`src/rtl/seg7_result_display.sv`:
```
`default_nettype none
// ============================================================================
// Module   : seg7_result_display
// Purpose  : Captures a 16-bit result word on a strobe and scans it as four
//            hex digits on a 4-digit, common-anode, multiplexed seven-segment
//            display. Optional leading-zero blanking; the decimal point on
//            digit 0 flags a newly changed value for one full scan.
// Ports    : clk    - board clock (rising edge)
//            reset  - asynchronous, active-high reset
//            value  - result word to display
//            load   - capture strobe, value sampled on every edge it is high
//            blank  - forces the display dark while high
//            an     - digit anodes, active-low, registered
//            seg    - segments {g,f,e,d,c,b,a}, active-low, registered
//            dp     - decimal point, active-low, registered
// Revision : 1.0 - initial release
// ============================================================================
module seg7_result_display #(
    parameter int PRESCALE_BITS = 16,
    parameter bit LZ_SUPPRESS   = 1'b1
) (
    input  logic        clk,
    input  logic        reset,
    input  logic [15:0] value,
    input  logic        load,
    input  logic        blank,
    output logic [3:0]  an,
    output logic [6:0]  seg,
    output logic        dp
);

    localparam logic [3:0] c_AN_OFF  = 4'b1111;
    localparam logic [6:0] c_SEG_OFF = 7'b1111111;

    logic [PRESCALE_BITS-1:0] r_prescaler;
    logic [1:0]               r_idx;
    logic [15:0]              r_disp;
    logic                     r_new_flag;
    logic [3:0]               r_an;
    logic [6:0]               r_seg;
    logic                     r_dp;

    logic [PRESCALE_BITS-1:0] w_prescaler_nxt;
    logic [1:0]               w_idx_nxt;
    logic [15:0]              w_disp_nxt;
    logic                     w_new_flag_nxt;
    logic                     w_tick;
    logic [15:0]              w_upper;
    logic                     w_suppress;
    logic [6:0]               w_hex;
    logic [3:0]               w_an_nxt;
    logic [6:0]               w_seg_nxt;
    logic                     w_dp_nxt;

    // ------------------------------------------------------------------------
    // Scan timing, capture and new-value flag
    // ------------------------------------------------------------------------
    always_comb begin
        w_tick          = &r_prescaler;
        w_prescaler_nxt = r_prescaler + 1'b1;
        w_idx_nxt       = w_tick ? r_idx + 2'd1 : r_idx;
        w_disp_nxt      = load ? value : r_disp;

        // Clear at the end of a full scan; a changing load on the same edge
        // is applied afterwards so the set takes priority.
        w_new_flag_nxt = r_new_flag;
        if (w_tick && (r_idx == 2'd3)) begin
            w_new_flag_nxt = 1'b0;
        end
        if (load && (value != r_disp)) begin
            w_new_flag_nxt = 1'b1;
        end
    end

    // ------------------------------------------------------------------------
    // Digit selection, suppression and segment encoding
    // ------------------------------------------------------------------------
    always_comb begin
        // Shifting the selected nibble to the bottom also leaves exactly the
        // bits disp[15:4k] in w_upper, which drives the leading-zero test.
        w_upper    = r_disp >> {r_idx, 2'b00};
        w_suppress = LZ_SUPPRESS && (r_idx != 2'd0) && (w_upper == 16'h0000);

        case (w_upper[3:0])
            4'h0:    w_hex = 7'b1000000;
            4'h1:    w_hex = 7'b1111001;
            4'h2:    w_hex = 7'b0100100;
            4'h3:    w_hex = 7'b0110000;
            4'h4:    w_hex = 7'b0011001;
            4'h5:    w_hex = 7'b0010010;
            4'h6:    w_hex = 7'b0000010;
            4'h7:    w_hex = 7'b1111000;
            4'h8:    w_hex = 7'b0000000;
            4'h9:    w_hex = 7'b0010000;
            4'hA:    w_hex = 7'b0001000;
            4'hB:    w_hex = 7'b0000011;
            4'hC:    w_hex = 7'b1000110;
            4'hD:    w_hex = 7'b0100001;
            4'hE:    w_hex = 7'b0000110;
            default: w_hex = 7'b0001110;
        endcase

        if (blank || w_suppress) begin
            w_an_nxt  = c_AN_OFF;
            w_seg_nxt = c_SEG_OFF;
        end else begin
            w_an_nxt  = ~(4'b0001 << r_idx);
            w_seg_nxt = w_hex;
        end

        w_dp_nxt = ~((r_idx == 2'd0) && r_new_flag && !blank);
    end

    // ------------------------------------------------------------------------
    // State and output registers
    // ------------------------------------------------------------------------
    always_ff @(posedge clk or posedge reset) begin
        if (reset) begin
            r_prescaler <= '0;
            r_idx       <= 2'd0;
            r_disp      <= 16'h0000;
            r_new_flag  <= 1'b0;
            r_an        <= c_AN_OFF;
            r_seg       <= c_SEG_OFF;
            r_dp        <= 1'b1;
        end else begin
            r_prescaler <= w_prescaler_nxt;
            r_idx       <= w_idx_nxt;
            r_disp      <= w_disp_nxt;
            r_new_flag  <= w_new_flag_nxt;
            r_an        <= w_an_nxt;
            r_seg       <= w_seg_nxt;
            r_dp        <= w_dp_nxt;
        end
    end

    assign an  = r_an;
    assign seg = r_seg;
    assign dp  = r_dp;

endmodule
`default_nettype wire

```
`config.mk`:
```
export PLATFORM = sky130hd
export DESIGN_NAME = seg7_result_display
export DESIGN_NICKNAME = d
export VERILOG_FILES = /design/src/rtl/seg7_result_display.sv
export SDC_FILE = /design/constraint.sdc
export NUM_CORES = 1
export LEC_CHECK = 0
export BUFFER_PORTS_ARGS = -buffer_cell sky130_fd_sc_hd__buf_2
export CELL_PAD_IN_SITES_DETAIL_PLACEMENT = 2
export CELL_PAD_IN_SITES_GLOBAL_PLACEMENT = 2
export CORE_UTILIZATION = 30
export CTS_CLUSTER_DIAMETER = 50
export DETAILED_ROUTE_END_ITERATION = 16
export GPL_ROUTABILITY_DRIVEN = 0
export GPL_TIMING_DRIVEN = 1
export PLACE_DENSITY_LB_ADDON = 0.12
export SYNTH_ARGS = -nofsm -noshare
export SYNTH_HDL_FRONTEND = slang
export SYNTH_SLANG_ARGS = --single-unit
```
`constraint.sdc`:
```
create_clock -name clk -period 4.9 [get_ports clk]
set_input_delay 0.98 -clock clk [delete_from_list [all_inputs] [get_ports clk]]
set_output_delay 0.98 -clock clk [all_outputs]
set_load 0.05 [all_outputs]
```
After elaboration in Yosys (flattened, before gate mapping)
Memory sizes are Yosys's and may differ from the RTL's.
Cells that the tools add are included.

storage, ports and cells
  memories kept = 1
  register bits after elaboration = 47
  input port bits = 20
  output and inout bits = 12
  bits in read-only memories = 112
  logic and storage cells = 32

operators by class
  shift operators = 2
  muxes and demuxes = 4
  $add $sub $neg = 2
  eq/ne operators = 2
  bitwise gates (word level) = 2
  reductions and logical operators = 12

memory list
  name             words  width  read ports  clocked after Yosys merged registers in  wr ports  RTL line  RTL
  (no name shown)  16     7      1           0                                        0         84        case (w_upper[3:0])

operators with widths
  cell                   count
  $add 16x1->16 const B  1
  $logic_not 16->1       1
  $ne 16x16->1           1
  $reduce_and 16->1      1
  $shr 16x4->16          1
  $mux 7                 1
  $logic_and 1x1->1      5
  $mux 4                 1
  $not 4->4              1
  $reduce_bool 2->1      2
  $shl 1x2->4 const A    1
  $add 2x1->2 const B    1
  $eq 2x2->1 const B     1
  $logic_not 2->1        1
  $mux 1                 2
  $logic_not 1->1        1
  $logic_or 1x1->1       1
  $not 1->1              1

Depth between registers and ports, before layout
  depth in word-level cells = 5
  depth in mapped cells = 9
  depth with buffers taken out = 7

Least setup slack after synthesis
OpenSTA, ideal clock, no wires.

  path kind = register to register
  start point = reg r_idx[0]
  end point = reg r_seg[2], in the netlist seg[2]
  cell stages (with the launch flop) = 10
  arrival = 2.225 ns
  required time = 4.802 ns
  slack = 2.576 ns
  buffers on the path = 2
  library setup time = 0.098 ns
  clock period less this slack = 2.324 ns
  cells stage by stage = dfrtp_1 > buf_6 > mux4_1 > inv_1 > ha_1 > nor4b_1 > nor2_1 > a211o_1 > clkbuf_1 > o311ai_1

between the ends
  longest elaborated chain between the ends = 5
  elaborated cells between the ends (all ways) = 7
  classes of those cells = shift (1); mux (1); reduce/logical (4); memory (1)

RTL lines
  what                                                  RTL line  RTL
  from (decl)                                           36        logic [1:0] r_idx;
  from (signal assigned)                                128       r_idx <= w_idx_nxt;
  branches (longest 4 deep; another with $mem_v2 16x7)  -
  $mux 7 *                                              103       if (blank || w_suppress) begin
  via w_seg_nxt[2]                                      52        logic [6:0] w_seg_nxt;
  to (signal assigned)                                  124       r_seg <= c_SEG_OFF;
  to (signal assigned)                                  132       r_seg <= w_seg_nxt;
  to (decl)                                             40        logic [6:0] r_seg;

Mark *: on every way through the listed nets, which the timed path passes.
A chain may end at the register's enable or synchronous reset.

Worst setup path in the final report
Same ends and word-level chain as after synthesis.

==> impl_metrics.yaml <==
layout:
  fin_cells: 338
  antenna-diode-count: 0
  layout_commonest_cell: "dfrtp_1"
  final_cell_mix: "35 x dfrtp_1, 31 x buf_2, 30 x xnor2_1"
  regArea_um2: 1190
  drive_above_1_share: 0.314
  multi_input_area_um2: 1170
  nets: 266
  n_fill_cell: 858
  syn_to_final_growth_pct: 13.8
clocking:
  path_clk_slew_ns: 0.09
  cts_hold_buf: 0
  cts_resized: 0
  cts_tree: "built"
  numCtsBuffers: 5
  cts_setup_buffers: 0
  cts_root_buf: "clkbuf_8"
  clk_path_buf_depth: 2
  cts_max_level: 2
  cts_sinks: 47
  clk_latency_ns: 0.31
timing:
  slew_headroom: 0.310
  finalCriticalPeriod_ns: 2.61
  worst_slew_pin_slew_ns: 1.04
  setup-tns-final_ns: 0
  fin_crit_sh: 0.532
  rsz0062_at_grt: "false"
  final-hold-violation-count: 0
  drv_slew: 0
  fmax_mhz: 383
  setup_violations: 0
  skew_ns: 0.00608
routing:
  avgRoutedWirePerCell_um: 15.5
  drt-pass1-iter-count: 3
  routed_wl_um: 5240
  ant_nets: 0
  num_vias: 1599
  drt_iter0_drc: 53
  drc: 0
  drt-vias-per-instance: 4.73
grt:
  use_met3: 0.0323
  antenna_found_initial: 0
  grt_max_degree: 48
  grt_overflow: 0
  grt_pass1_wl_um: 9070
  grtUsageMet2: 0.214
  first_global_vias: 1747
  use_met1: 0.191
  grt.total_usage: 0.140
  top_usage_layer: "met2"
min_path:
  hold_class: "reg -> reg"
synthesis:
  syn_inst: 204
  synth_seq_cells: 47
  ys_seq_area_frac: 0.488
  synth.avg_cell_area_um2: 12.0
  yosysWarnings: 0
  synth_nets: 235
  netlist_area_um2: 2440
  synth_cell_types: 37
floorplanning:
  fp.dieArea_um2: 8510
  core-area_um2: 7810
  start_util: 0.313
  rows: 32
  fp.dieW_um: 92.2
  die_y_um: 92.2
  top_level_ports: 32
placement:
  hpwl_um: 3880
  placed_cells: 330
  place.port_buffers: 31
run_status:
  run_status: "finished clean"
setup_path:
  crit_arrival_ns: 2.81
  critPathKind: "reg -> reg"
  required_ns: 5.10
  critPathLaunchType: "register"
  end_kind: "register"
  worstPathMaxFanout: 10
flow_run:
  drv_cap: 0
power_and_ir_drop:
  power_density_nw_per_um2: 311
  power_leakage_nw: 1.16
  irDropWorstVdd_v: 0.0000947
## worst max-delay path, cell delays in order (launching register included)
cell and delay, ns:
dfrtp_1 0.56, mux4_1 0.72, inv_1 0.15, ha_1 0.20, nor4b_1 0.26, nor2_1 0.07
a211o_1 0.41, o311ai_1 0.14
## cell usage after synthesis (all sizes together)
| cell | instances | area [µm²] |
|---|---|---|
| a211oi | 1 | 7.51 |
| nand2 | 15 | 56.3 |
| and3 | 3 | 18.8 |
| buf | 4 | 32.5 |
| mux2 | 18 | 203 |
| clkbuf | 3 | 11.3 |
| nor4b | 1 | 8.76 |
| dfrtp | 35 | 876 |
| nand3 | 10 | 50.1 |
| o211ai | 2 | 15.0 |
| xnor2 | 30 | 263 |
| nand3b | 1 | 7.51 |
| mux4 | 5 | 116 |
| or2b | 1 | 7.51 |
| nor4 | 3 | 18.8 |
| nor3 | 1 | 5.00 |
| inv | 10 | 37.5 |
| nor2 | 7 | 26.3 |
| mux2i | 1 | 10.0 |
| o21ai | 4 | 20.0 |
| o21bai | 1 | 7.51 |
| and4 | 3 | 26.3 |
| a21bo | 1 | 10.0 |
| and2 | 2 | 12.5 |
| nand4 | 6 | 37.5 |
| o311ai | 1 | 8.76 |
| dfstp | 12 | 315 |
| o41ai | 2 | 17.5 |
| xor2 | 5 | 43.8 |
| nor3b | 1 | 7.51 |
| nand2b | 1 | 6.26 |
| a211o | 1 | 8.76 |
| ha | 11 | 138 |
| o22ai | 2 | 12.5 |
## final cells by class
| type | instances | area share |
|---|---|---|
| Timing Repair Buffer | 31 | 0.0558 |
| Tap cell | 102 | 0.0459 |
| Sequential cell | 47 | 0.428 |
| Multi-Input combinational cell | 140 | 0.421 |
| Inverter | 10 | 0.0135 |
| Clock buffer | 6 | 0.0297 |
| Clock inverter | 2 | 0.00585 |
## per-stage QoR
stage	power, mW	hold slack, ns	cell area [µm²]	util	worst slack, ns
2_1_floorplan	0.575	0.399	2440	-	2.58
3_3_place_gp	0.619	0.440	2680	0.343	2.37
3_5_place_dp	0.621	0.449	2680	0.343	2.26
4_1_cts	0.888	0.462	2780	0.356	2.23
5_1_grt	0.912	0.490	2780	0.356	2.04
6_report	0.864	0.461	2780	0.356	2.29
## final timing paths
kind / endpoint / startpoint / slack (ns) / cells after the start
worst max-delay path: seg[2]$_DFF_PP1_ / r_idx[0]$_DFFE_PP0P_ / 2.29 / 7
worst min-delay path: dp$_DFF_PP1_ / r_new_flag$_DFFE_PP0P_ / 0.46 / 1
worst max register to register: seg[2]$_DFF_PP1_ / r_idx[0]$_DFFE_PP0P_ / 2.29 / 7
worst min register to register: dp$_DFF_PP1_ / r_new_flag$_DFFE_PP0P_ / 0.46 / 1
max in group asynchronous: r_disp[0]$_DFFE_PP0P_ / reset / 3.34 / 2
min in group asynchronous: r_prescaler[9]$_DFF_PP0_ / reset / 0.91 / 2
## registers in the layout, summed over array words and instances (netlist names)
signal,count
r_disp,16
r_idx,2
r_new_flag,1
dp,1
seg,7
r_prescaler,16
an,4
## cells by family after synthesis
family	after synthesis	synth area share
AND/OR/NAND/NOR	55	0.118
adder cells (fa/ha/maj)	11	0.0564
multiplexers	24	0.135
buffers and inverters	17	0.0333
AO/OA/AOI/OAI	15	0.0441
flip-flops	47	0.488
XOR/XNOR	35	0.126
## routing by layer
| layer | vias up | wire (µm) |
|---|---|---|
| met5 | - | 0 |
| met3 | 7 | 177 |
| met1 | 794 | 2670 |
| met2 | 31 | 2300 |
| li1 | 767 | - |
| met4 | 0 | 91 |
## power breakdown
part / internal, mW / total, mW / leakage [nW] / switching [mW]
Combinational: 0.0653 / 0.166 / 0.557 / 0.101
Sequential: 0.420 / 0.443 / 0.559 / 0.0234
Clock: 0.115 / 0.255 / 0.0474 / 0.139
Total: 0.601 / 0.864 / 1.16 / 0.264
No activity file was read; power rests on OpenSTA's default activity.
